## config.mk

```make
export PLATFORM = sky130hd
export DESIGN_NAME = reg_writeback_unit
export DESIGN_NICKNAME = d
export VERILOG_FILES = /design/src/rtl/rv_core_pkg.sv /design/src/rtl/wb_scoreboard.sv /design/src/rtl/reg_writeback_unit.sv
export SDC_FILE = /design/constraint.sdc
export NUM_CORES = 1
export LEC_CHECK = 0
export ABC_AREA = 1
export CORE_MARGIN = 2
export CORE_UTILIZATION = 40
export DETAILED_ROUTE_END_ITERATION = 7
export PLACE_DENSITY = 0.81
export SETUP_SLACK_MARGIN = 0.05
export SLEW_MARGIN = 20
export SYNTH_ARGS = -nofsm -noshare
export SYNTH_HDL_FRONTEND = slang
export SYNTH_SLANG_ARGS = --single-unit
```

## constraint.sdc

```tcl
create_clock -name clk -period 1.9 [get_ports clk]
set_clock_uncertainty 0.05 [all_clocks]
set_input_delay 0.38 -clock clk [delete_from_list [all_inputs] [get_ports clk]]
set_output_delay 0.38 -clock clk [all_outputs]
set_load 0.1 [all_outputs]
```

## src/rtl/rv_core_pkg.sv

```systemverilog
// Shared core definitions: default datapath widths, the hard-wired zero register
// index, and the {rd, data} result bus record used by the ALU and LSU.
package rv_core_pkg;

  localparam int ADDR_WIDTH = 5;
  localparam int DATA_WIDTH = 32;

  localparam logic [ADDR_WIDTH-1:0] REG_ZERO = '0;

  typedef struct packed {
    logic [ADDR_WIDTH-1:0] rd;
    logic [DATA_WIDTH-1:0] data;
  } wb_req_t;

endpackage

```

## src/rtl/wb_scoreboard.sv

```systemverilog
// Per-register busy bits for outstanding loads, WAW issue stall and sticky
// protocol-error detection for the writeback unit.
module wb_scoreboard #(
  parameter int ADDR_WIDTH = 5
) (
  input  logic                     clk,
  input  logic                     rst,
  input  logic                     issue_valid,
  input  logic [ADDR_WIDTH-1:0]    issue_rd,
  output logic                     issue_ready,
  input  logic                     alu_fire,
  input  logic [ADDR_WIDTH-1:0]    alu_rd,
  input  logic                     lsu_fire,
  input  logic [ADDR_WIDTH-1:0]    lsu_rd,
  output logic [2**ADDR_WIDTH-1:0] busy_mask,
  output logic                     err
);

  localparam int NREGS = 2**ADDR_WIDTH;

  logic [NREGS-1:0] busy_q, busy_d;
  logic             err_q, err_d;
  logic             issue_fire;

  assign issue_ready = !busy_q[issue_rd];
  assign issue_fire  = issue_valid && issue_ready;

  // The set is applied after the clear so a new issue wins over a returning load.
  always_comb begin
    busy_d = busy_q;
    if (lsu_fire) begin
      busy_d[lsu_rd] = 1'b0;
    end
    if (issue_fire && issue_rd != '0) begin
      busy_d[issue_rd] = 1'b1;
    end
    err_d = err_q
          | (alu_fire && busy_q[alu_rd])
          | (lsu_fire && lsu_rd != '0 && !busy_q[lsu_rd]);
  end

  always_ff @(posedge clk) begin
    if (rst) begin
      busy_q <= '0;
      err_q  <= 1'b0;
    end else begin
      busy_q <= busy_d;
      err_q  <= err_d;
    end
  end

  assign busy_mask = busy_q;
  assign err       = err_q;

endmodule

```

## src/rtl/reg_writeback_unit.sv

```systemverilog
// Register-file write front end: LSU-over-ALU arbitration into one registered
// write port, load scoreboard, and bypass of the in-flight write to decode.
module reg_writeback_unit
  import rv_core_pkg::wb_req_t;
  import rv_core_pkg::REG_ZERO;
#(
  parameter int ADDR_WIDTH = rv_core_pkg::ADDR_WIDTH,
  parameter int DATA_WIDTH = rv_core_pkg::DATA_WIDTH
) (
  input  logic                     clk,
  input  logic                     rst,
  input  logic                     issue_valid,
  output logic                     issue_ready,
  input  logic [ADDR_WIDTH-1:0]    issue_rd,
  input  logic                     alu_valid,
  output logic                     alu_ready,
  input  logic [ADDR_WIDTH-1:0]    alu_rd,
  input  logic [DATA_WIDTH-1:0]    alu_data,
  input  logic                     lsu_valid,
  output logic                     lsu_ready,
  input  logic [ADDR_WIDTH-1:0]    lsu_rd,
  input  logic [DATA_WIDTH-1:0]    lsu_data,
  output logic                     rf_wen,
  output logic [ADDR_WIDTH-1:0]    rf_waddr,
  output logic [DATA_WIDTH-1:0]    rf_wdata,
  output logic [2**ADDR_WIDTH-1:0] busy_mask,
  input  logic [ADDR_WIDTH-1:0]    byp_raddr1,
  input  logic [ADDR_WIDTH-1:0]    byp_raddr2,
  output logic                     byp_hit1,
  output logic                     byp_hit2,
  output logic [DATA_WIDTH-1:0]    byp_data1,
  output logic [DATA_WIDTH-1:0]    byp_data2,
  output logic                     err
);

  wb_req_t                alu_req, lsu_req, sel_req;
  logic                   alu_fire, lsu_fire, accept;
  logic                   wen_q, wen_d;
  logic [ADDR_WIDTH-1:0]  waddr_q, waddr_d;
  logic [DATA_WIDTH-1:0]  wdata_q, wdata_d;

  assign lsu_ready = 1'b1;
  assign alu_ready = !lsu_valid;
  assign lsu_fire  = lsu_valid;
  assign alu_fire  = alu_valid && alu_ready;
  assign accept    = lsu_fire || alu_fire;

  assign alu_req = '{rd: alu_rd, data: alu_data};
  assign lsu_req = '{rd: lsu_rd, data: lsu_data};

  // x0 results are consumed but never reach the register file; address/data
  // only move on a real write so they hold their last value otherwise.
  always_comb begin
    sel_req = lsu_valid ? lsu_req : alu_req;
    wen_d   = accept && (sel_req.rd != REG_ZERO);
    waddr_d = waddr_q;
    wdata_d = wdata_q;
    if (wen_d) begin
      waddr_d = sel_req.rd;
      wdata_d = sel_req.data;
    end
  end

  always_ff @(posedge clk) begin
    if (rst) begin
      wen_q   <= 1'b0;
      waddr_q <= '0;
      wdata_q <= '0;
    end else begin
      wen_q   <= wen_d;
      waddr_q <= waddr_d;
      wdata_q <= wdata_d;
    end
  end

  assign rf_wen   = wen_q;
  assign rf_waddr = waddr_q;
  assign rf_wdata = wdata_q;

  assign byp_hit1  = wen_q && (waddr_q != '0) && (waddr_q == byp_raddr1);
  assign byp_hit2  = wen_q && (waddr_q != '0) && (waddr_q == byp_raddr2);
  assign byp_data1 = byp_hit1 ? wdata_q : '0;
  assign byp_data2 = byp_hit2 ? wdata_q : '0;

  wb_scoreboard #(
    .ADDR_WIDTH (ADDR_WIDTH)
  ) u_scoreboard (
    .clk         (clk),
    .rst         (rst),
    .issue_valid (issue_valid),
    .issue_rd    (issue_rd),
    .issue_ready (issue_ready),
    .alu_fire    (alu_fire),
    .alu_rd      (alu_rd),
    .lsu_fire    (lsu_fire),
    .lsu_rd      (lsu_rd),
    .busy_mask   (busy_mask),
    .err         (err)
  );

endmodule
```

==> results of run 1 <==
==> kinds of logic after synthesis <==
kind of cell	Yosys count	synth area share, %
and+or+nand+nor	440	39.1
AOI/OAI and AO/OA	148	17.1
buffers and inverters	123	10.9
DFF	71	31.0
xor gates and xnor gates	9	1.72
other	1	0.0818
==> metrics by stage <==
stage	utilization, %	setup WS, ps	std cells	instance area, µm²
after CTS	92.2	-570	1251	10400
after detailed placement	84.2	-734	1196	9530
after global placement	84.2	-658	1196	9530
after floorplan	-	-1610	792	5290
==> synthesized netlist by cell type, types with 2 or more instances <==
cell type,instances
a21oi_1,39
a31oi_1,32
buf_2,11
buf_4,5
clkbuf_1,26
dfxtp_1,71
inv_1,76
inv_2,2
nand2_1,238
nand3_1,68
nand4_1,7
nor2_1,106
nor3_1,15
o21ai_0,76
or2_2,2
xnor2_1,5
xor2_1,4
==> routing by layer <==
layer,overflow,GRT usage [%]
met1,0,75.3
met2,59,97.3
met3,1,51.4
met4,45,83.5
met5,0,9.58
==> timing repair <==
action                     4_1_cts
gates cloned                     8
gates resized for setup         81
hold buffers                     0
setup endpoints to repair      108
setup buffers                   32
pin swaps                       22
==> qor_table.md, run 1 <==
| Result | This run |
|---|---|
| Run status | aborted with a tool error |
| Last stage reached | global routing (5_1_grt) |
| Log Error | [ERROR GRT-0232] Routing congestion too high. Check the congestion heatmap in the GUI. |
| Clk sinks | 71 |
| H-tree depth | 3 |
| Share of flip-flops with an asynchronous set or reset after synthesis | 0% |
| Overall routing resource usage | 75.8% |
| Mapped Avg Cell Area | 5.79 µm² |
| CTS Buf Count | 9 |
| Most frequently used flop master after synthesis | dfxtp_1 |
| Worst-path endpoint after global-route repair_timing | byp_data1[20] |
| I/O pin total | 234 |
| Sequential cell area fraction in the yosys report | 31.0% |
| Maximum clock path buffer count | 2 |
| Initial cell density of the core | 40.5% |
| Cell taking the most area after synthesis | dfxtp_1 |
| Largest net degree at the start of global routing | 37 |
| Port Buffers | 232 |
| Synthesized netlist net count | 886 |
| Number of placement rows | 39 |
| Count of unique library cells instantiated by Yosys | 26 |
| Kind of pin the worst path terminates on | output port |
| Global route total overflow | 105 |
| Die Span X | 111 µm |
| Area of the mapped netlist | 4580 µm² |
| Flip-flop and latch count after synthesis | 71 |
| Synth top area cells | dfxtp_1 31%, nand2_1 19%, nor2_1 8.7% |
| EDFF count, synth | 0 |
| Area share of the largest cell type after synthesis | 31.0% |
| Die span in y | 111 µm |
| Cell at the root of the clock tree | clkbuf_16 |
| Gate count of the mapped netlist | 792 |
| Placed wire-length estimate after detailed placement | 17.7 mm |
| Global placement routability congestion | 1.01 |
| Synth warnings | 0 |
==> run 2, diff against run 1 <==
Settings changed: CORE_UTILIZATION 40 to 25, PLACE_DENSITY 0.81 to default, PLACE_DENSITY_LB_ADDON from default to 0.15, SETUP_SLACK_MARGIN 0.05 to default.
==> qor_table.md, run 2 <==
| Result | This run |
|---|---|
| Area share of the largest cell type after synthesis | 31.0% |
| Overall routing resource usage | 24.2% |
| Layout Area Growth over Synthesis | 138% |
| Area of the mapped netlist | 4580 µm² |
| Clk_lat worst skew | 340 ps |
| Number of max-slew violations in the final report | 0 |
| Initial cell density of the core | 25.5% |
| Peak supply drop | 0.000419 V |
| Cell at the root of the clock tree | clkbuf_16 |
| Cell taking the most area after synthesis | dfxtp_1 |
| Arrival time of the worst setup path | 2070 ps |
| Dominant cell by count in the synthesized netlist | nand2_1 |
| Violations in the final reports | setup timing |
| Clk sinks | 71 |
| DIE AREA | 19,400 µm² |
| Placed wire-length estimate after detailed placement | 17.6 mm |
| Hold/Removal Path Class | in2reg |
| Highest clock frequency the design can meet | 0.400 GHz |
| H-tree depth | 3 |
| Synth warnings | 0 |
| Vias per inst | 4.92 |
| Count of unique library cells instantiated by Yosys | 26 |
| Share of flip-flops with an asynchronous set or reset after synthesis | 0% |
| Number of placement rows | 49 |
| Fraction of final layout cells sized beyond drive strength 1 | 39.6% |
| Sort of element at the end of the critical path | primary output |
| Global placement routability congestion | 0.906 |
| Flip-flop and latch count after synthesis | 71 |
| Max-cap viol count | 0 |
| Gate count of the mapped netlist | 792 |
| Largest net degree at the start of global routing | 59 |
| DRC marker count from the first detailed-route iteration | 393 |
| Global route total overflow | 0 |
| Setup repair after global routing missed its margin | true |
| Synth top area cells | dfxtp_1 31%, nand2_1 19%, nor2_1 8.7% |
| Maximum clock path buffer count | 2 |
| Critical path type | reg2out |
| I/O pin total | 234 |
| Crit Path Max Fanout | 21 |
| Count of antenna-violating nets left after detailed routing | 0 |
| Number of nets in the finished design | 1,235 |
| Highest-count cells in the layout ignoring fill and taps | 229 x nand2_1, 148 x buf_12, 125 x buf_4 |
| DRC viols | 0 |
| Final core utilization | 60.7% |
| Setup slack after layout | -602 ps |
| Antenna violations before repair | 1 |
| Clock input transition at the sequential cells of the worst setup and hold paths | 60 ps |
| EDFF count, synth | 0 |
| Area inside the core boundary | 18,000 µm² |
| Highest routing layer actually used | met5 |
| Metal3 WL | 1.62 mm |
| Detail Route met2 WL | 12.5 mm |
| Final Cycle Share | 132% |
| Pleak | 4.51 nW |
| Startpoint types | register |
| Required time worst endpoint | 1470 ps |
| Wl on met1 | 10.0 mm |
| First-pass iteration count of the detailed router | 5 |
| CTS Buf Count | 9 |
| Die Span X | 139 µm |
| Post-route setup TNS | -35,520 ps |
| Clock tree from TritonCTS | yes |
| Run status | complete, but fails checks |
| Most common library cell in the layout ignoring fill and taps | nand2_1 |
| Sequential cell area fraction in the yosys report | 31.0% |
| Port Buffers | 232 |
| Mapped Avg Cell Area | 5.79 µm² |
| Final Total Pwr | 0.00536 W |
| Placement-stage worst setup slack | -697 ps |
| Die span in y | 139 µm |
| Final Hold Viols | 0 |
| Most instantiated cells after synthesis | 238 x nand2_1, 106 x nor2_1, 76 x inv_1, 76 x o21ai_0, 71 x dfxtp_1 |
| Final critical path time including I/O delays and setup | 2500 ps |
| Synthesized netlist net count | 886 |
| Number of fillers in the final layout | 1,562 |
| Vias in the first global route | 6,342 |
| Fin Hold WS | 466 ps |
| First-pass GRT wire length | 36.8 mm |
| Post-CTS Hold Buffers | 0 |
| Finish-stage setup viols | 67 |
| Post-detailed-routing wire length | 24.8 mm |
| Power Dens Cells | 492 nW/µm² |
| Number of antenna repair diodes | 0 |
| Via total after detailed routing | 6,768 |
| Wire per inst | 18.0 µm |
| Most frequently used flop master after synthesis | dfxtp_1 |
-- run 2: cell counts after synthesis --
Identical to the previous run, type by type.
-- run 2: cell type report --
class / instances / area, µm² / area share [%]
Timing Repair Buffer: 381 / 5120 / 46.9
Multi-Input combinational cell: 598 / 3320 / 30.5
Sequential cell: 71 / 1560 / 14.3
Inverter: 79 / 342 / 3.13
Tap cell: 229 / 287 / 2.63
Clock buffer: 10 / 229 / 2.10
Clock inverter: 6 / 27.5 / 0.252
Timing Repair inverter: 1 / 16.3 / 0.149
-- run 2: logic make-up (layout without fill, tap and decap cells) --
family	Yosys count	count (layout)	synth area share, %
other cells	1	1	0.0818
buf+inv	123	477	10.9
flops	71	71	31.0
xor+xnor	9	9	1.72
compound gates	148	148	17.1
simple gates	440	440	39.1
-- run 2: timing repair --
action	CTS	global route
resized for setup	69	47
gates cloned	5	5
setup buffers	53	5
setup endpoints to repair	109	119
pin swaps	30	14
-- run 2: worst max-delay path, cell delays in order, from the launching register on --
cell and delay, ps:
dfxtp_4 360, nor2_1 100, nand2_1 110, o31ai_4 310, buf_4 190, nor4_4 40
inv_2 110, buf_12 260, nor2_4 80, buf_12 170
-- run 2: worst paths after layout --
check / startpoint / end / slack [ps] / cells past startpoint
setup / recovery: rf_waddr[1] / byp_data2[1] / -600 / 9
hold / removal: issue_rd[3] / u_scoreboard.busy_mask[4] / 470 / 5
setup reg to reg: u_scoreboard.busy_mask[26] / u_scoreboard.busy_mask[22] / 20 / 14
hold reg to reg: rf_waddr[1] / rf_waddr[1] / 490 / 2
-- run 2: routing by layer --
metal,vias to the layer above,GRT usage [%]
met5,-,0
met4,2,7.66
met3,42,4.85
met2,287,42.1
met1,3166,30.1
li1,3271,-
-- run 2: power breakdown --
group          switching [W]  leakage (nW)  internal [W]
Combinational        0.00133          3.78      0.000854
Clock               0.000676         0.122      0.000864
Sequential          0.000107         0.612       0.00153
-- run 2: metrics by stage --
| step | instances | instance area [µm²] |
|---|---|---|
| 2_1_floorplan | 792 | 5290 |
| 3_3_place_gp | 1295 | 9750 |
| 3_5_place_dp | 1295 | 9750 |
| 4_1_cts | 1368 | 10700 |
| 5_1_grt | 1375 | 10900 |
| 6_report | 1375 | 10900 |
Note: power is estimated with default switching activity, not from simulation.
